## src/rtl/clock_div_update_sequencer_pkg.sv

```systemverilog
// Shared state encoding and reset ratio for the clock divider update sequencer.
package clock_div_pkg;

   typedef enum logic [2:0] {
      ST_IDLE,
      ST_EN_ON,
      ST_EN_OFF,
      ST_STOP,
      ST_UPD_REQ,
      ST_UPD_REL,
      ST_RESTORE,
      ST_FAULT
   } seq_state_t;

   localparam int unsigned RST_MFI = 1;
   localparam int unsigned RST_MFN = 0;
   localparam int unsigned RST_MFD = 1;

endpackage

```

## src/rtl/clock_div_update_sequencer_if.sv

```systemverilog
// Signal bundle between divider control logic, the update sequencer and the divider hard macro.
// slave is the sequencer view; master is the control/macro side view.
interface clock_div_update_sequencer_if #(
   parameter int unsigned RATIO_W = 8
);
   logic               enable_request;
   logic               enabled;
   logic               cfg_valid;
   logic               cfg_ready;
   logic [RATIO_W-1:0] cfg_mfi;
   logic [RATIO_W-1:0] cfg_mfn;
   logic [RATIO_W-1:0] cfg_mfd;
   logic               cfg_reject;
   logic               busy;
   logic               error;
   logic               async_enable;
   logic               async_enable_ack;
   logic               async_update;
   logic               async_update_ack;
   logic [RATIO_W-1:0] mfi;
   logic [RATIO_W-1:0] mfn;
   logic [RATIO_W-1:0] mfd;

   modport slave (
      input  enable_request, cfg_valid, cfg_mfi, cfg_mfn, cfg_mfd,
             async_enable_ack, async_update_ack,
      output enabled, cfg_ready, cfg_reject, busy, error,
             async_enable, async_update, mfi, mfn, mfd
   );

   modport master (
      output enable_request, cfg_valid, cfg_mfi, cfg_mfn, cfg_mfd,
             async_enable_ack, async_update_ack,
      input  enabled, cfg_ready, cfg_reject, busy, error,
             async_enable, async_update, mfi, mfn, mfd
   );

endinterface

```

## src/rtl/clock_div_update_sequencer_sync.sv

```systemverilog
// Multi-flop synchronizer for an asynchronous acknowledge; SYNC_STAGES must be at least 2.
module clock_sync_ff #(
   parameter int unsigned SYNC_STAGES = 2
) (
   input  logic clock,
   input  logic async_resetn,
   input  logic i_async,
   output logic o_sync
);

   logic [SYNC_STAGES-1:0] r_sync;

   always_ff @(posedge clock or negedge async_resetn) begin
      if (!async_resetn) begin
         r_sync <= '0;
      end else begin
         r_sync <= {r_sync[SYNC_STAGES-2:0], i_async};
      end
   end

   assign o_sync = r_sync[SYNC_STAGES-1];

endmodule

```

## src/rtl/clock_div_update_sequencer.sv

```systemverilog
// Sequences divider ratio loads so mfi/mfn/mfd only change while the divider output is stopped.
// Optional ack-wait timeout with FAULT recovery: define CLOCK_DIV_UPDATE_TIMEOUT_EN.
module clock_div_update_sequencer
   import clock_div_pkg::*;
#(
   parameter int unsigned RATIO_W        = 8,
   parameter int unsigned SYNC_STAGES    = 2,
   parameter int unsigned TIMEOUT_CYCLES = 1023
) (
   input  logic                          clock,
   input  logic                          async_resetn,
   clock_div_update_sequencer_if.slave   io_seq
);

   seq_state_t         r_state;
   logic               r_async_enable;
   logic               r_async_update;
   logic               r_cfg_reject;
   logic [RATIO_W-1:0] r_mfi;
   logic [RATIO_W-1:0] r_mfn;
   logic [RATIO_W-1:0] r_mfd;

   logic               w_en_ack_s;
   logic               w_up_ack_s;
   logic               w_advance;
   logic               w_wait;

   clock_sync_ff #(.SYNC_STAGES(SYNC_STAGES)) u_en_ack_sync (
      .clock        (clock),
      .async_resetn (async_resetn),
      .i_async      (io_seq.async_enable_ack),
      .o_sync       (w_en_ack_s)
   );

   clock_sync_ff #(.SYNC_STAGES(SYNC_STAGES)) u_up_ack_sync (
      .clock        (clock),
      .async_resetn (async_resetn),
      .i_async      (io_seq.async_update_ack),
      .o_sync       (w_up_ack_s)
   );

   // The synced ack matches what the current state is waiting for.
   always_comb begin
      w_advance = 1'b0;
      case (r_state)
         ST_EN_ON:            w_advance = w_en_ack_s;
         ST_EN_OFF, ST_STOP:  w_advance = !w_en_ack_s;
         ST_UPD_REQ:          w_advance = w_up_ack_s;
         ST_UPD_REL:          w_advance = !w_up_ack_s;
         ST_RESTORE:          w_advance = (w_en_ack_s == r_async_enable);
         ST_FAULT:            w_advance = !w_en_ack_s && !w_up_ack_s;
         default:             w_advance = 1'b0;
      endcase
   end

   assign w_wait = (r_state != ST_IDLE) && (r_state != ST_FAULT);

`ifdef CLOCK_DIV_UPDATE_TIMEOUT_EN
   localparam int unsigned CNT_W = (TIMEOUT_CYCLES > 1) ? $clog2(TIMEOUT_CYCLES) : 1;
   logic [CNT_W-1:0] r_wait_cnt;
   logic             r_error;
   logic             w_timeout;

   assign w_timeout = w_wait && !w_advance && (r_wait_cnt == CNT_W'(TIMEOUT_CYCLES - 1));
`endif

   always_ff @(posedge clock or negedge async_resetn) begin
      if (!async_resetn) begin
         r_state        <= ST_IDLE;
         r_async_enable <= 1'b0;
         r_async_update <= 1'b0;
         r_cfg_reject   <= 1'b0;
         r_mfi          <= RATIO_W'(RST_MFI);
         r_mfn          <= RATIO_W'(RST_MFN);
         r_mfd          <= RATIO_W'(RST_MFD);
`ifdef CLOCK_DIV_UPDATE_TIMEOUT_EN
         r_wait_cnt     <= '0;
         r_error        <= 1'b0;
`endif
      end else begin
         r_cfg_reject <= 1'b0;
`ifdef CLOCK_DIV_UPDATE_TIMEOUT_EN
         if (!w_wait || w_advance) begin
            r_wait_cnt <= '0;
         end else begin
            r_wait_cnt <= r_wait_cnt + 1'b1;
         end
`endif
         case (r_state)
            ST_IDLE: begin
               // A ratio offer wins over a pending run/stop change in the same cycle.
               if (io_seq.cfg_valid) begin
                  if (io_seq.cfg_mfd == '0) begin
                     r_cfg_reject <= 1'b1;
                  end else begin
                     r_mfi <= io_seq.cfg_mfi;
                     r_mfn <= io_seq.cfg_mfn;
                     r_mfd <= io_seq.cfg_mfd;
`ifdef CLOCK_DIV_UPDATE_TIMEOUT_EN
                     r_error <= 1'b0;
`endif
                     if (r_async_enable) begin
                        r_async_enable <= 1'b0;
                        r_state        <= ST_STOP;
                     end else begin
                        r_async_update <= 1'b1;
                        r_state        <= ST_UPD_REQ;
                     end
                  end
               end else if (io_seq.enable_request && !r_async_enable) begin
                  r_async_enable <= 1'b1;
                  r_state        <= ST_EN_ON;
               end else if (!io_seq.enable_request && r_async_enable) begin
                  r_async_enable <= 1'b0;
                  r_state        <= ST_EN_OFF;
               end
            end
            ST_EN_ON, ST_EN_OFF, ST_RESTORE, ST_FAULT: begin
               if (w_advance) r_state <= ST_IDLE;
            end
            ST_STOP: begin
               if (w_advance) begin
                  r_async_update <= 1'b1;
                  r_state        <= ST_UPD_REQ;
               end
            end
            ST_UPD_REQ: begin
               if (w_advance) begin
                  r_async_update <= 1'b0;
                  r_state        <= ST_UPD_REL;
               end
            end
            ST_UPD_REL: begin
               // Run state is re-sampled here so a stop request made mid-update is honoured.
               if (w_advance) begin
                  r_async_enable <= io_seq.enable_request;
                  r_state        <= ST_RESTORE;
               end
            end
            default: r_state <= ST_IDLE;
         endcase
`ifdef CLOCK_DIV_UPDATE_TIMEOUT_EN
         if (w_timeout) begin
            r_error        <= 1'b1;
            r_async_enable <= 1'b0;
            r_async_update <= 1'b0;
            r_state        <= ST_FAULT;
         end
`endif
      end
   end

   assign io_seq.async_enable = r_async_enable;
   assign io_seq.async_update = r_async_update;
   assign io_seq.cfg_reject   = r_cfg_reject;
   assign io_seq.cfg_ready    = (r_state == ST_IDLE);
   assign io_seq.busy         = (r_state != ST_IDLE);
   assign io_seq.enabled      = (r_state == ST_IDLE) && r_async_enable && w_en_ack_s;
   assign io_seq.mfi          = r_mfi;
   assign io_seq.mfn          = r_mfn;
   assign io_seq.mfd          = r_mfd;
`ifdef CLOCK_DIV_UPDATE_TIMEOUT_EN
   assign io_seq.error        = r_error;
`else
   assign io_seq.error        = 1'b0;
`endif

endmodule

```

## src/flat_wrapper.sv

```systemverilog
// flat-port wrapper written by rule: the top's interface ports become plain ports
module clock_div_update_sequencer_flat import clock_div_pkg::*;
#(
   parameter int unsigned RATIO_W        = 8,
   parameter int unsigned SYNC_STAGES    = 2,
   parameter int unsigned TIMEOUT_CYCLES = 1023
)
  (clock, async_resetn, io_seq_enable_request, io_seq_cfg_valid, io_seq_cfg_mfi, io_seq_cfg_mfn, io_seq_cfg_mfd, io_seq_async_enable_ack, io_seq_async_update_ack, io_seq_enabled, io_seq_cfg_ready, io_seq_cfg_reject, io_seq_busy, io_seq_error, io_seq_async_enable, io_seq_async_update, io_seq_mfi, io_seq_mfn, io_seq_mfd);
  clock_div_update_sequencer_if #(.RATIO_W(RATIO_W)) io_seq_i ();
  input  logic clock;
  input  logic async_resetn;
  input wire logic [$bits(io_seq_i.enable_request)-1:0] io_seq_enable_request;
  input wire logic [$bits(io_seq_i.cfg_valid)-1:0] io_seq_cfg_valid;
  input wire logic [$bits(io_seq_i.cfg_mfi)-1:0] io_seq_cfg_mfi;
  input wire logic [$bits(io_seq_i.cfg_mfn)-1:0] io_seq_cfg_mfn;
  input wire logic [$bits(io_seq_i.cfg_mfd)-1:0] io_seq_cfg_mfd;
  input wire logic [$bits(io_seq_i.async_enable_ack)-1:0] io_seq_async_enable_ack;
  input wire logic [$bits(io_seq_i.async_update_ack)-1:0] io_seq_async_update_ack;
  output wire logic [$bits(io_seq_i.enabled)-1:0] io_seq_enabled;
  output wire logic [$bits(io_seq_i.cfg_ready)-1:0] io_seq_cfg_ready;
  output wire logic [$bits(io_seq_i.cfg_reject)-1:0] io_seq_cfg_reject;
  output wire logic [$bits(io_seq_i.busy)-1:0] io_seq_busy;
  output wire logic [$bits(io_seq_i.error)-1:0] io_seq_error;
  output wire logic [$bits(io_seq_i.async_enable)-1:0] io_seq_async_enable;
  output wire logic [$bits(io_seq_i.async_update)-1:0] io_seq_async_update;
  output wire logic [$bits(io_seq_i.mfi)-1:0] io_seq_mfi;
  output wire logic [$bits(io_seq_i.mfn)-1:0] io_seq_mfn;
  output wire logic [$bits(io_seq_i.mfd)-1:0] io_seq_mfd;
  assign io_seq_i.enable_request = io_seq_enable_request;
  assign io_seq_i.cfg_valid = io_seq_cfg_valid;
  assign io_seq_i.cfg_mfi = io_seq_cfg_mfi;
  assign io_seq_i.cfg_mfn = io_seq_cfg_mfn;
  assign io_seq_i.cfg_mfd = io_seq_cfg_mfd;
  assign io_seq_i.async_enable_ack = io_seq_async_enable_ack;
  assign io_seq_i.async_update_ack = io_seq_async_update_ack;
  assign io_seq_enabled = io_seq_i.enabled;
  assign io_seq_cfg_ready = io_seq_i.cfg_ready;
  assign io_seq_cfg_reject = io_seq_i.cfg_reject;
  assign io_seq_busy = io_seq_i.busy;
  assign io_seq_error = io_seq_i.error;
  assign io_seq_async_enable = io_seq_i.async_enable;
  assign io_seq_async_update = io_seq_i.async_update;
  assign io_seq_mfi = io_seq_i.mfi;
  assign io_seq_mfn = io_seq_i.mfn;
  assign io_seq_mfd = io_seq_i.mfd;
  clock_div_update_sequencer #(.RATIO_W(RATIO_W), .SYNC_STAGES(SYNC_STAGES), .TIMEOUT_CYCLES(TIMEOUT_CYCLES)) u_core (.clock(clock), .async_resetn(async_resetn), .io_seq(io_seq_i));
endmodule
```

## config.mk

```make
export PLATFORM = sky130hd
export DESIGN_NAME = clock_div_update_sequencer_flat
export DESIGN_NICKNAME = d
export VERILOG_FILES = /design/src/rtl/clock_div_update_sequencer_pkg.sv /design/src/rtl/clock_div_update_sequencer_if.sv /design/src/rtl/clock_div_update_sequencer_sync.sv /design/src/rtl/clock_div_update_sequencer.sv /design/src/flat_wrapper.sv
export SDC_FILE = /design/constraint.sdc
export NUM_CORES = 1
export LEC_CHECK = 0
export CAP_MARGIN = 20
export CORE_MARGIN = 1.5
export CORE_UTILIZATION = 30
export DETAILED_ROUTE_END_ITERATION = 16
export PLACE_DENSITY = 0.66
export SLEW_MARGIN = 25
export SYNTH_ARGS = -nofsm -noshare
export SYNTH_HDL_FRONTEND = slang
export SYNTH_SLANG_ARGS = --single-unit
export TNS_END_PERCENT = 100
```

## constraint.sdc

```tcl
create_clock -name clock -period 1.9 [get_ports clock]
set_input_delay 0.38 -clock clock [delete_from_list [all_inputs] [get_ports clock]]
set_output_delay 0.38 -clock clock [all_outputs]
set_load 0.01 [all_outputs]
```

# Yosys cells after proc, flatten, opt, wreduce, memory -nomap -nowiden
# Index checks and enable logic that the tools add are counted.
[word_totals]
register_bits = 34
in_bits = 30
output_inout_bits = 31
elab_cells = 73
[op_classes]
eq_ne = 17
mux = 26
n_bitwise = 1
reduce_logical = 20
[ops]
columns = ["cell", "count"]
rows = [
  ["$mux W3", 9],
  ["$pmux W3 S5", 1],
  ["$mux W1", 13],
  ["$eq A3 B3 Y1 const B", 4],
  ["$reduce_and A6 Y1", 2],
  ["$logic_not A8 Y1", 1],
  ["$ne A2 B1 Y1 const B", 4],
  ["$eq A3 B2 Y1 const B", 2],
  ["$ne A2 B2 Y1 const B", 3],
  ["$pmux W1 S6", 1],
  ["$reduce_bool A3 Y1", 2],
  ["$logic_and A1 B1 Y1", 5],
  ["$logic_not A1 Y1", 4],
  ["$ne A4 B2 Y1 const B", 1],
  ["$reduce_and A4 Y1", 1],
  ["$reduce_or A4 Y1", 1],
  ["$eq A3 B1 Y1 const B", 1],
  ["$logic_not A3 Y1", 1],
  ["$ne A3 B3 Y1 const B", 1],
  ["$pmux W1 S3", 1],
  ["$reduce_and A3 Y1", 1],
  ["$pmux W1 S2", 1],
  ["$reduce_bool A2 Y1", 1],
  ["$reduce_or A2 Y1", 1],
  ["2 further kinds", 2],
]

# Depth between registers and ports, before layout
# Gate-level depths: netlist of run 1.
[depth]
ltp_word = 6
depth_mapped = 8
ltp_nobuf = 6

# Modules after synthesis
# A second synthesis of run 1 with hierarchy kept.
[hier_totals]
hier_cells = 113
area_unflattened_um2 = 1634.1
[by_module_without_submodules]
columns = ["module", "instances", "cells_each", "area_per_inst_um2", "seq_area_each_um2"]
rows = [
  ["clock_div_update_sequencer", 1, 109, 1534.0, 753.2],
  ["clock_sync_ff", 2, 2, 50.0, 50.0],
]

# Worst setup path before layout of run 1
# OpenSTA, ideal clock, no wires.
[synth_timing]
kind = "register to register"
start = "register u_core.r_state[0]"
end = "register u_core.r_mfd[2], in the netlist u_core.io_seq.mfd[2]"
setup_time_ps = 125
arrival_time_ps = 1647
required_time_ps = 1775
path_slack_ps = 128
stages_incl_launch_ff = 9
n_path_buf = 2
period_less_slack_ps = 1772
path_cell_list = "dfrtp_1 > buf_2 > nor2_2 > nand2_1 > inv_1 > nand2_1 > nor2_4 > buf_8 > mux2_4"
[synth_via]
elab_chain_len = 2
[synth_rtl]
columns = ["item", "line_no", "source"]
rows = [
  ["start: declaration", "clock_div_update_sequencer.sv:15", "seq_state_t r_state;"],
  ["start signal: assignment", "clock_div_update_sequencer.sv:69", "r_state <= ST_IDLE;"],
  ["start signal: assignment", "clock_div_update_sequencer.sv:104", "r_state <= ST_STOP;"],
  ["start signal: assignment", "clock_div_update_sequencer.sv:107", "r_state <= ST_UPD_REQ;"],
  ["$logic_not A3 Y1", "-", ""],
  ["named net io_seq_cfg_ready", "flat_wrapper.sv:20", "output wire logic [$bits(io_seq_i.cfg_ready)-1:0] io_seq_cfg_ready;"],
  ["$reduce_and A3 Y1 (no source line)", "-", ""],
  ["end signal: assignment", "clock_div_update_sequencer.sv:75", "r_mfd <= RATIO_W'(RST_MFD);"],
  ["end signal: assignment", "clock_div_update_sequencer.sv:98", "r_mfd <= io_seq.cfg_mfd;"],
  ["end: declaration", "clock_div_update_sequencer.sv:21", "logic [RATIO_W-1:0] r_mfd;"],
]
# The timed path passes the listed nets, and every way through them passes these cells.
# A chain may end at the register's enable or synchronous reset.

# Worst setup path after layout of run 1
[layout_timing]
start = "input port io_seq_cfg_mfd[5]"
end = "register u_core.r_mfi[1], in the netlist u_core.io_seq.mfi[1]"
[layout_via]
elab_chain_len = 3
[layout_rtl]
columns = ["item", "line_no", "source"]
rows = [
  ["start: declaration", "flat_wrapper.sv:16", "input wire logic [$bits(io_seq_i.cfg_mfd)-1:0] io_seq_cfg_mfd;"],
  ["$logic_not A8 Y1", "clock_div_update_sequencer.sv:93", "if (io_seq.cfg_mfd == '0) begin"],
  ["$not A1 Y1 (no source line)", "-", ""],
  ["$reduce_and A3 Y1 (no source line)", "-", ""],
  ["end signal: assignment", "clock_div_update_sequencer.sv:73", "r_mfi <= RATIO_W'(RST_MFI);"],
  ["end signal: assignment", "clock_div_update_sequencer.sv:96", "r_mfi <= io_seq.cfg_mfi;"],
  ["end: declaration", "clock_div_update_sequencer.sv:19", "logic [RATIO_W-1:0] r_mfi;"],
]
# No other way between the ends.

==> results of run 1 <==
placed cells by master, fill, tap and decap left out, types with 4 or more instances in the layout:
| master | count |
|---|---|
| nand2_1 | 6 |
| dfrtp_1 | 32 |
| mux2_4 | 20 |
| a31oi_1 | 4 |
| inv_1 | 5 |
| clkbuf_8 | 6 |
| nand3_1 | 4 |
| buf_4 | 19 |
| clkdlybuf4s50_1 | 56 |
cells in the mapped netlist, drive strengths merged (2+ instances only):
cell,n,area (um2)
nor3b,3,22.52
clkbuf,2,7.510
nand2,6,22.52
dfstp,2,52.55
o21ai,2,10.01
buf,6,51.30
a211oi,3,22.52
inv,5,18.77
nor3,2,10.01
nor4,2,12.51
a21oi,3,15.01
mux2,23,334.1
nand3,4,20.02
nor2,4,25.03
a31oi,4,25.02
dfrtp,32,800.8
worst max-delay path, cell delays in order:
cell,delay (ns)
clkdlybuf4s50_1,0.43
nor4_2,0.34
and2_2,0.32
nor2_4,0.07
buf_12,0.16
mux2_4,0.29
power groups by stage:
stage | Sequential (uW) | Combinational [uW] | Clock [uW]
global route | 1300 | 1850 | 605
finish | 1250 | 1710 | 552
global placement | 1260 | 1690 | 0
floorplan | 1340 | 767 | 0
detailed placement | 1250 | 1720 | 0
CTS | 1260 | 1720 | 572
flip-flops by register name (all words and copies together), names as in the netlist:
register	flops
u_core.io_seq.mfd	8
u_core.io_seq.mfi	8
u_core.io_seq.mfn	8
u_core.r_state	3
u_core.u_en_ack_sync.r_sync	2
u_core.u_up_ack_sync.r_sync	2
u_core.io_seq.async_enable	1
u_core.io_seq.async_update	1
u_core.io_seq.cfg_reject	1
kinds of logic (layout without fill, tap and decap cells):
kind of cell           Yosys count  after routing  share of synthesized area [%]
AND/OR/NAND/NOR                 29             31                          11.24
multiplexers                    23             23                          21.12
buffers and inverters           13             92                          4.905
other                            1              1                         0.2371
flip-flops                      34             34                          53.96
AO/OA/AOI/OAI                   19             19                          8.544
area by class of cell:
class | count | area, um2
fillers | 473 | 2625
flip-flops and latches | 34 | 853.3
repair buffers | 79 | 742.0
multi-input cells | 74 | 685.7
well taps | 70 | 87.58
clock buffers | 6 | 82.58
inverters | 5 | 18.77
clock inverters | 2 | 12.51
path summary, 6_finish.rpt:
check,end,cells past startpoint,start
max reg2reg,u_core.io_seq.mfd[7],6,u_core.r_state[2]
min in group asynchronous,u_core.io_seq.mfn[4],2,async_resetn
min reg2reg,u_core.u_en_ack_sync.r_sync[1],0,u_core.u_en_ack_sync.r_sync[0]
min,u_core.u_en_ack_sync.r_sync[1],0,u_core.u_en_ack_sync.r_sync[0]
max,u_core.io_seq.mfi[1],6,io_seq_cfg_mfd[5]
max in group asynchronous,u_core.io_seq.mfi[0],2,async_resetn
repair_timing:
| item | CTS | global route |
|---|---|---|
| setup buffers | 0 | 1 |
| endpoints found under the setup margin | 26 | 24 |
| hold buffers | 0 | 0 |
| cloned | 1 | 1 |
| pin swaps | 1 | 2 |
| gates resized for setup | 4 | 7 |
metrics by stage:
stage               setup TNS, ns  cell area (um2)  hold slack [ns]  cells
floorplan                       0             1582          0.08441    119
global placement           -10.38             2344           0.3328    259
CTS                             0             2446           0.3547    268
detailed placement         -10.47             2344           0.3381    259
finish                          0             2482           0.3502    270
global route             -0.04915             2482           0.3681    270
routing by layer:
| metal | global-route usage, % | up-vias |
|---|---|---|
| li1 | - | 591 |
| met1 | 19.38 | 589 |
| met2 | 21.25 | 48 |
| met3 | 5.556 | 6 |
| met4 | 5.357 | 0 |
| met5 | 0 | - |
==> impl_metrics.yaml, run 1 <==
run_status:
  outcome: "finished clean"
clock_network:
  clock_sinks: 34
  clk_pin_slew_ns: 0.07
  cts_root_buf: "clkbuf_8"
  clockBufferDepth: 2
  htreeDepth: 2
  cts_tree: "built"
  numCtsBuffers: 5
  clkLatencyLatePin_ns: 0.28
route:
  wl_met2_um: 1674
  wl_met1_um: 1673
  wl_met3_um: 311
  dr.pass1.iters: 4
  vias_per_cell: 4.570
  drc: 0
  top_layer_used: "met4"
  drt_wl_total_um: 3717
  first_iter_violations: 52
  antenna_left: 0
  wire_per_inst_um: 13.77
  via_count: 1234
critical_path:
  r2r_setup_slack_ns: 0.18
  cp.arrival_ns: 2.00
  worst_ep_required_time_ns: 2.07
  critPathCaptureType: "flip-flop"
  cp_max_fo: 11
  critical_path_class: "input port to flip-flop"
  critPathLaunchType: "input port"
min_path:
  hold_path.class: "flip-flop to flip-flop"
timing:
  setup-violations-final: 0
  slew_viol_final: 0
  fmax_mhz: 546.1
  finClkSkew_ns: 0.005111
  min_period_ns: 1.831
  period_share_pct: 96.38
  fin_ws_ns: 0.06878
  hold_violations: 0
die:
  io_pins: 61
  die_h_um: 75.61
  rows: 26
  dieArea_um2: 5716
  initial_utilization_pct: 30.97
  die_w_um: 75.61
  core_um2: 5107
synth:
  synth-seq-cells: 34
  yosysWarnings: 0
  synthCells: 119
  synthFlopType: "dfrtp_1"
  synth-async-reset-ratio_pct: 100.0
  syn_nets: 149
  synth_area_um2: 1582
  synth_cell_types: 38
  synth_edf_count: 0
  avgSynthCellArea_um2: 13.29
  ys_seq_area_share_pct: 53.96
grt:
  grt_use_total_pct: 14.44
  grt_pass1_vias: 1257
  grt-ovfl-total: 0
  grt_max_degree: 35
  grt_pass1_wl_um: 6058
  antenna_found_initial: 0
final_layout:
  layout.nets: 229
  drive_above_1_share_pct: 32.00
  area_growth_pct: 56.96
  n_antenna_cell: 0
  fin_util_pct: 48.60
pwr:
  p_total_uw: 3515
  seqPwrFrac_pct: 35.6
  comb_power_share_pct: 48.7
  powerDensity_nw_per_um2: 1416
  vdd_drop_max_mv: 0.7449
  netSwitchingPower_uw: 1094
  clock_power_share_pct: 15.7
  swShare_pct: 31.11
  p_leak_uw: 0.001063
  p_int_uw: 2422
placed_design:
  io_buffer_count: 59
  gp_congestion: 0.8232
  dp_hpwl_um: 2550
  place_ws_ns: -0.4960
run:
  drv_cap: 0
Note: power is estimated with default switching activity, not from simulation.
==> run 2, diff against run 1 <==
CTS_CLUSTER_DIAMETER = 200   (was default)
==> results of run 2 <==
The final DEF is identical to that of run 1; final timing and power are the same.
==> run 3, diff against run 2 <==
ABC_AREA = 1   (was default)
CAP_MARGIN = 30   (was 20)
==> run 3 against run 2 <==
Effect of this change:
- register-to-register slack improved by 0.33 ns
- first-iteration DRC count rose by 58%
- critical path depth fell by 3
- sequential power barely moved
- largest cell class unchanged
- largest power group unchanged
==> impl_metrics.yaml, run 3 <==
die:
  initial_utilization_pct: 30.78
  core_um2: 5439
  die_h_um: 77.70
  rows: 27
  die_w_um: 77.70
  io_pins: 61
  dieArea_um2: 6037
critical_path:
  critical_path_class: "flip-flop to output pin"
  r2r_cells: 7
  cp.arrival_ns: 1.44
  cp_max_fo: 7
  cp.buffers_inverters: 2
  worst_ep_required_time_ns: 1.52
  crit_chain: "inv_2 > nand2_4 > clkdlybuf4s50_1"
  critPathLaunchType: "flip-flop"
  cpMaxStageDelayCell: "clkdlybuf4s50_1"
  critPathCaptureType: "output pin"
  critPathMaxStageDelay_ns: 0.54
  path_depth: 3
  cp-startpoint: "u_core.r_state[2]"
  path_delay_family: "buffers and inverters"
  rr_startpoint: "u_core.r_state[1]"
synth:
  synthTopCellsByArea: "dfrtp_1 48%, nand2_1 15%, o21ai_2 12%, inv_1 6.7%, nand3_1 3.3%"
  synth_top_family_by_area: "simple AND/OR/NAND/NOR gates"
  synth_edf_count: 0
  avgSynthCellArea_um2: 8.455
  yosysTopAreaCellShare_pct: 47.83
  synth.area.mux_share_pct: 0
  synth_compound_area_share_pct: 14.28
  synthCells: 198
  synth_top_cells_by_count: "67 x nand2_1, 32 x dfrtp_1, 30 x inv_1, 22 x o21ai_2, 13 x nor2_1"
  synth-async-reset-ratio_pct: 100.0
  yosysWarnings: 0
  synth-seq-cells: 34
  syn_nets: 228
  ys_seq_area_share_pct: 50.97
  synth_most_common_cell: "nand2_1"
  synthSimpleGateAreaFrac_pct: 23.99
  synth_area_um2: 1674
  synthFlopType: "dfrtp_1"
  synth_xor_xnor_area_share_pct: 0
  yosysTopAreaCell: "dfrtp_1"
  synthAdderAreaFrac_pct: 0
  synth_cell_types: 17
route:
  wl_met2_um: 1437
  drc: 0
  first_iter_violations: 82
  dr.pass1.iters: 4
  wl_met1_um: 1578
  drt_wl_total_um: 3338
  antenna_left: 0
  wire_per_inst_um: 9.905
  vias_per_cell: 4.128
  top_layer_used: "met4"
  wl_met3_um: 268
  via_count: 1391
timing:
  fin_setup_tns_ns: 0
  rsz0062_at_grt: "false"
  setup-violations-final: 0
  finClkSkew_ns: 0.001485
  slew_viol_final: 0
  min_period_ns: 1.824
  period_share_pct: 96.00
  slew_headroom_pct: 49.46
  worstMarginPinSlew_ns: 0.7581
  hold_violations: 0
  fmax_mhz: 548.3
  whs_ns: 0.1759
clock_network:
  clk_pin_slew_ns: 0.06
  clockBufferDepth: 2
  clkLatencyLatePin_ns: 0.28
  htreeDepth: 2
  clock_sinks: 34
  cts_root_buf: "clkbuf_8"
  cts_tree: "built"
  numCtsBuffers: 5
final_layout:
  final_cells: 337
  final_area_um2: 2444
  nFillCells: 545
  fin_util_pct: 44.93
  most-common-layout-cells: "67 x nand2_1, 56 x clkdlybuf4s50_1, 30 x inv_1, 30 x dfrtp_1, 22 x o21ai_2"
  final_common_cell: "nand2_1"
  drive_above_1_share_pct: 17.36
  layout.nets: 295
  n_antenna_cell: 0
  area_growth_pct: 45.96
placed_design:
  dp_hpwl_um: 2507
  dp.cells: 329
  gp_congestion: 0.8542
  place_area_um2: 2360
  io_buffer_count: 59
grt:
  grt-ovfl-total: 0
  grt_pass1_wl_um: 5775
  grt_use_total_pct: 12.13
  grt_pass1_vias: 1297
  antenna_found_initial: 0
  grt_max_degree: 35
pwr:
  vdd_drop_max_mv: 0.5798
  netSwitchingPower_uw: 1348
  powerDensity_nw_per_um2: 1479
  swShare_pct: 37.30
  p_int_uw: 2266
  comb_power_share_pct: 52.8
  clock_power_share_pct: 13.4
  p_leak_uw: 0.001212
  seqPwrFrac_pct: 33.8
run_status:
  outcome: "finished clean"
run:
  drv_cap: 0
min_path:
  hold_path.class: "input port to async pin"
==> run 3: cells by family (layout without fill, tap and decap cells) <==
kind of cell    count (synthesis)  count (layout)
simple gates                   96              96
buf+inv                        38             105
flops                          34              34
other cells                     1               1
compound gates                 29              29
==> run 3: per-layer routing <==
metal / vias to the layer above / GRT usage (%)
met2: 46 / 18.35
met1: 606 / 15.34
met4: 0 / 5.091
met5: - / 0
li1: 734 / -
met3: 5 / 4.706
==> run 3: final cells by class <==
| type | count | area [um2] | share of cell area [%] |
|---|---|---|---|
| Clock buffer | 7 | 76.32 | 3.123 |
| Inverter | 33 | 123.9 | 5.069 |
| Multi-Input combinational cell | 126 | 644.4 | 26.37 |
| Sequential cell | 34 | 855.8 | 35.02 |
| Tap cell | 72 | 90.09 | 3.687 |
| Timing Repair Buffer | 65 | 653.1 | 26.73 |
==> run 3: power by group through the flow <==
stage               combinational [uW]  sequential (uW)  clock [uW]
floorplan                          929             1360           0
global placement                  1890             1250           0
detailed placement                1920             1240           0
CTS                               1930             1230         514
global route                      2110             1260         540
finish                            1910             1220         484
==> run 3: path summary, 6_finish.rpt <==
kind	end	slack, ns
max	io_seq_busy	0.08
min	u_core.r_state[1]	0.18
max reg2reg	u_core.io_seq.async_enable	0.51
min reg2reg	u_core.u_en_ack_sync.r_sync[1]	0.35
max in group asynchronous	u_core.r_state[2]	1.20
min in group clock	u_core.u_en_ack_sync.r_sync[1]	0.35
==> run 3: repair_timing <==
item	CTS	global route
gates resized for setup	4	0
setup buffers	1	0
hold endpoints to repair	0	0
endpoints found under the setup margin	2	0
hold buffers	0	0
==> run 3: through the flow <==
step	worst slack [ns]	power, uW
final	0.07608	3614
after floorplan	0.5856	2286
after detailed placement	0.1450	3153
after CTS	0.07078	3675
after global routing	0.01836	3913
after global placement	0.1681	3132
==> patch: new RTL, config.mk and constraints of run 1 <==
Re-encode `seq_state_t` (8 states) as one-hot, 8 bits wide.
--- a/src/rtl/clock_div_update_sequencer_pkg.sv
+++ b/src/rtl/clock_div_update_sequencer_pkg.sv
@@ -1,15 +1,15 @@
 // Shared state encoding and reset ratio for the clock divider update sequencer.
 package clock_div_pkg;
 
-   typedef enum logic [2:0] {
-      ST_IDLE,
-      ST_EN_ON,
-      ST_EN_OFF,
-      ST_STOP,
-      ST_UPD_REQ,
-      ST_UPD_REL,
-      ST_RESTORE,
-      ST_FAULT
+   typedef enum logic [7:0] {
+      ST_IDLE    = 8'b00000001,
+      ST_EN_ON   = 8'b00000010,
+      ST_EN_OFF  = 8'b00000100,
+      ST_STOP    = 8'b00001000,
+      ST_UPD_REQ = 8'b00010000,
+      ST_UPD_REL = 8'b00100000,
+      ST_RESTORE = 8'b01000000,
+      ST_FAULT   = 8'b10000000
    } seq_state_t;
 
    localparam int unsigned RST_MFI = 1;
Check against the original RTL: no difference found for any inputs over 10 cycles, from zero or initial values and one cycle with async_resetn low; not proved beyond that.
==> patch against run 1 <==
  * The run now ends with setup timing left
  * Largest cell class unchanged
  * Global-route usage down 0.13 points
  * Worst setup slack worse by 0.13 ns
  * Power up 45%
  * Final area up 21%
  * Sequential cell count up 4
  * Wire length up 25%
  * Area after synthesis up 15%
  * Clock skew up 0.0018 ns
==> patch: results (changes against run 1) <==
[drt]
drt-wirelength-per-cell_um=15.0  ; +9.3%
routed-wl-met2_um=2290  ; +37%
wl_met3_um=260  ; -16%
met1_length_um=1970  ; +18%
drtIter0Drc=72  ; +38%

[layout]
drive_above_1_share_pct=35.5  ; +3.5 points
signal_buffers=91  ; +15%
fin_cells=309  ; +14%
multi_input_area_share_pct=30.3  ; +2.6 points
num-clock-buffers=8  ; +2
comb.multi_input.count=89  ; +20%
fillCellCount=521  ; +10%
nNonClkInverters=8  ; +3
n_sequential_cell=38  ; +12%
nets=263  ; +15%
buf_share_pct=31.1  ; +1.2 points

[power_and_ir_drop]
pwr-share-seq_pct=27.7  ; -7.9 points
peakVddDrop_mv=0.752  ; +0.98%
pg_clk_uw=521  ; -5.6%
p_per_area_mw_per_mm2=1690  ; +20%
p_int_uw=3400  ; +41%

[status]
status=finished with violations
failed_checks=setup timing

[logic_synthesis]
ys_top_cells_by_count=dfrtp_1, mux2_2, inv_1
synth_cell_types=48  ; +26%
synthTopCellsByArea=dfrtp_1, mux2_2, dfstp_2
synth-compound-area-share_pct=9.91  ; +1.4 points
synthMuxAreaShare_pct=14.8  ; -6.3 points
syn_avg_cell_area_um2=12.8  ; -3.7%
syn-cell-area_mm2=0.00182  ; +15%
synth-xor-area-share_pct=1.45  ; +1.4 points

[placement]
post-place-ws_ns=-0.113  ; +0.383 ns
dp_hpwl_um=3160  ; +24%
place_area_mm2=0.00263  ; +12%
gp_congestion=0.760  ; -7.6%

[global_routing]
grt_pass1_vias=1520  ; +21%
grt_max_degree=21  ; -40%
use_met1_pct=17.6  ; -1.8 points
grt_pass1_wl_um=7120  ; +18%

[worst_setup_path]
cp_top_family=buffers and inverters
critical_path.max_stage_delay_ns=0.54  ; +0.11 ns
cp.arrival_ns=2.13  ; +0.13 ns

[timing]
tns_ns=-0.916  ; -0.916 ns
skew_ns=0.00692  ; +0.00180 ns
setup_viol=24  ; +24
worst_slack_ns=-0.0613  ; -0.130 ns

[min_path]
hold_class=in -> async

## patch: timing repair
| action | CTS | global route |
|---|---|---|
| gates resized for setup | 35 | 15 |
| setup buffers | 7 | 2 |
| endpoints found under the setup margin | 13 | 33 |
| cloned | 1 | 1 |
| hold endpoints to repair | 0 | 0 |
| pin swaps | 4 | 4 |
## patch: path summary, 6_finish.rpt
check	from	end	slack [ns]	cells past startpoint
max reg2reg	u_core.r_state[0]	u_core.io_seq.mfn[6]	-0.06	8
max in group asynchronous	async_resetn	u_core.r_state[1]	1.38	2
min reg2reg	u_core.u_up_ack_sync.r_sync[0]	u_core.u_up_ack_sync.r_sync[1]	0.35	0
min in group clock	u_core.u_up_ack_sync.r_sync[0]	u_core.u_up_ack_sync.r_sync[1]	0.35	0
max	u_core.r_state[0]	u_core.io_seq.mfn[6]	-0.06	8
min	async_resetn	u_core.r_state[2]	0.05	1
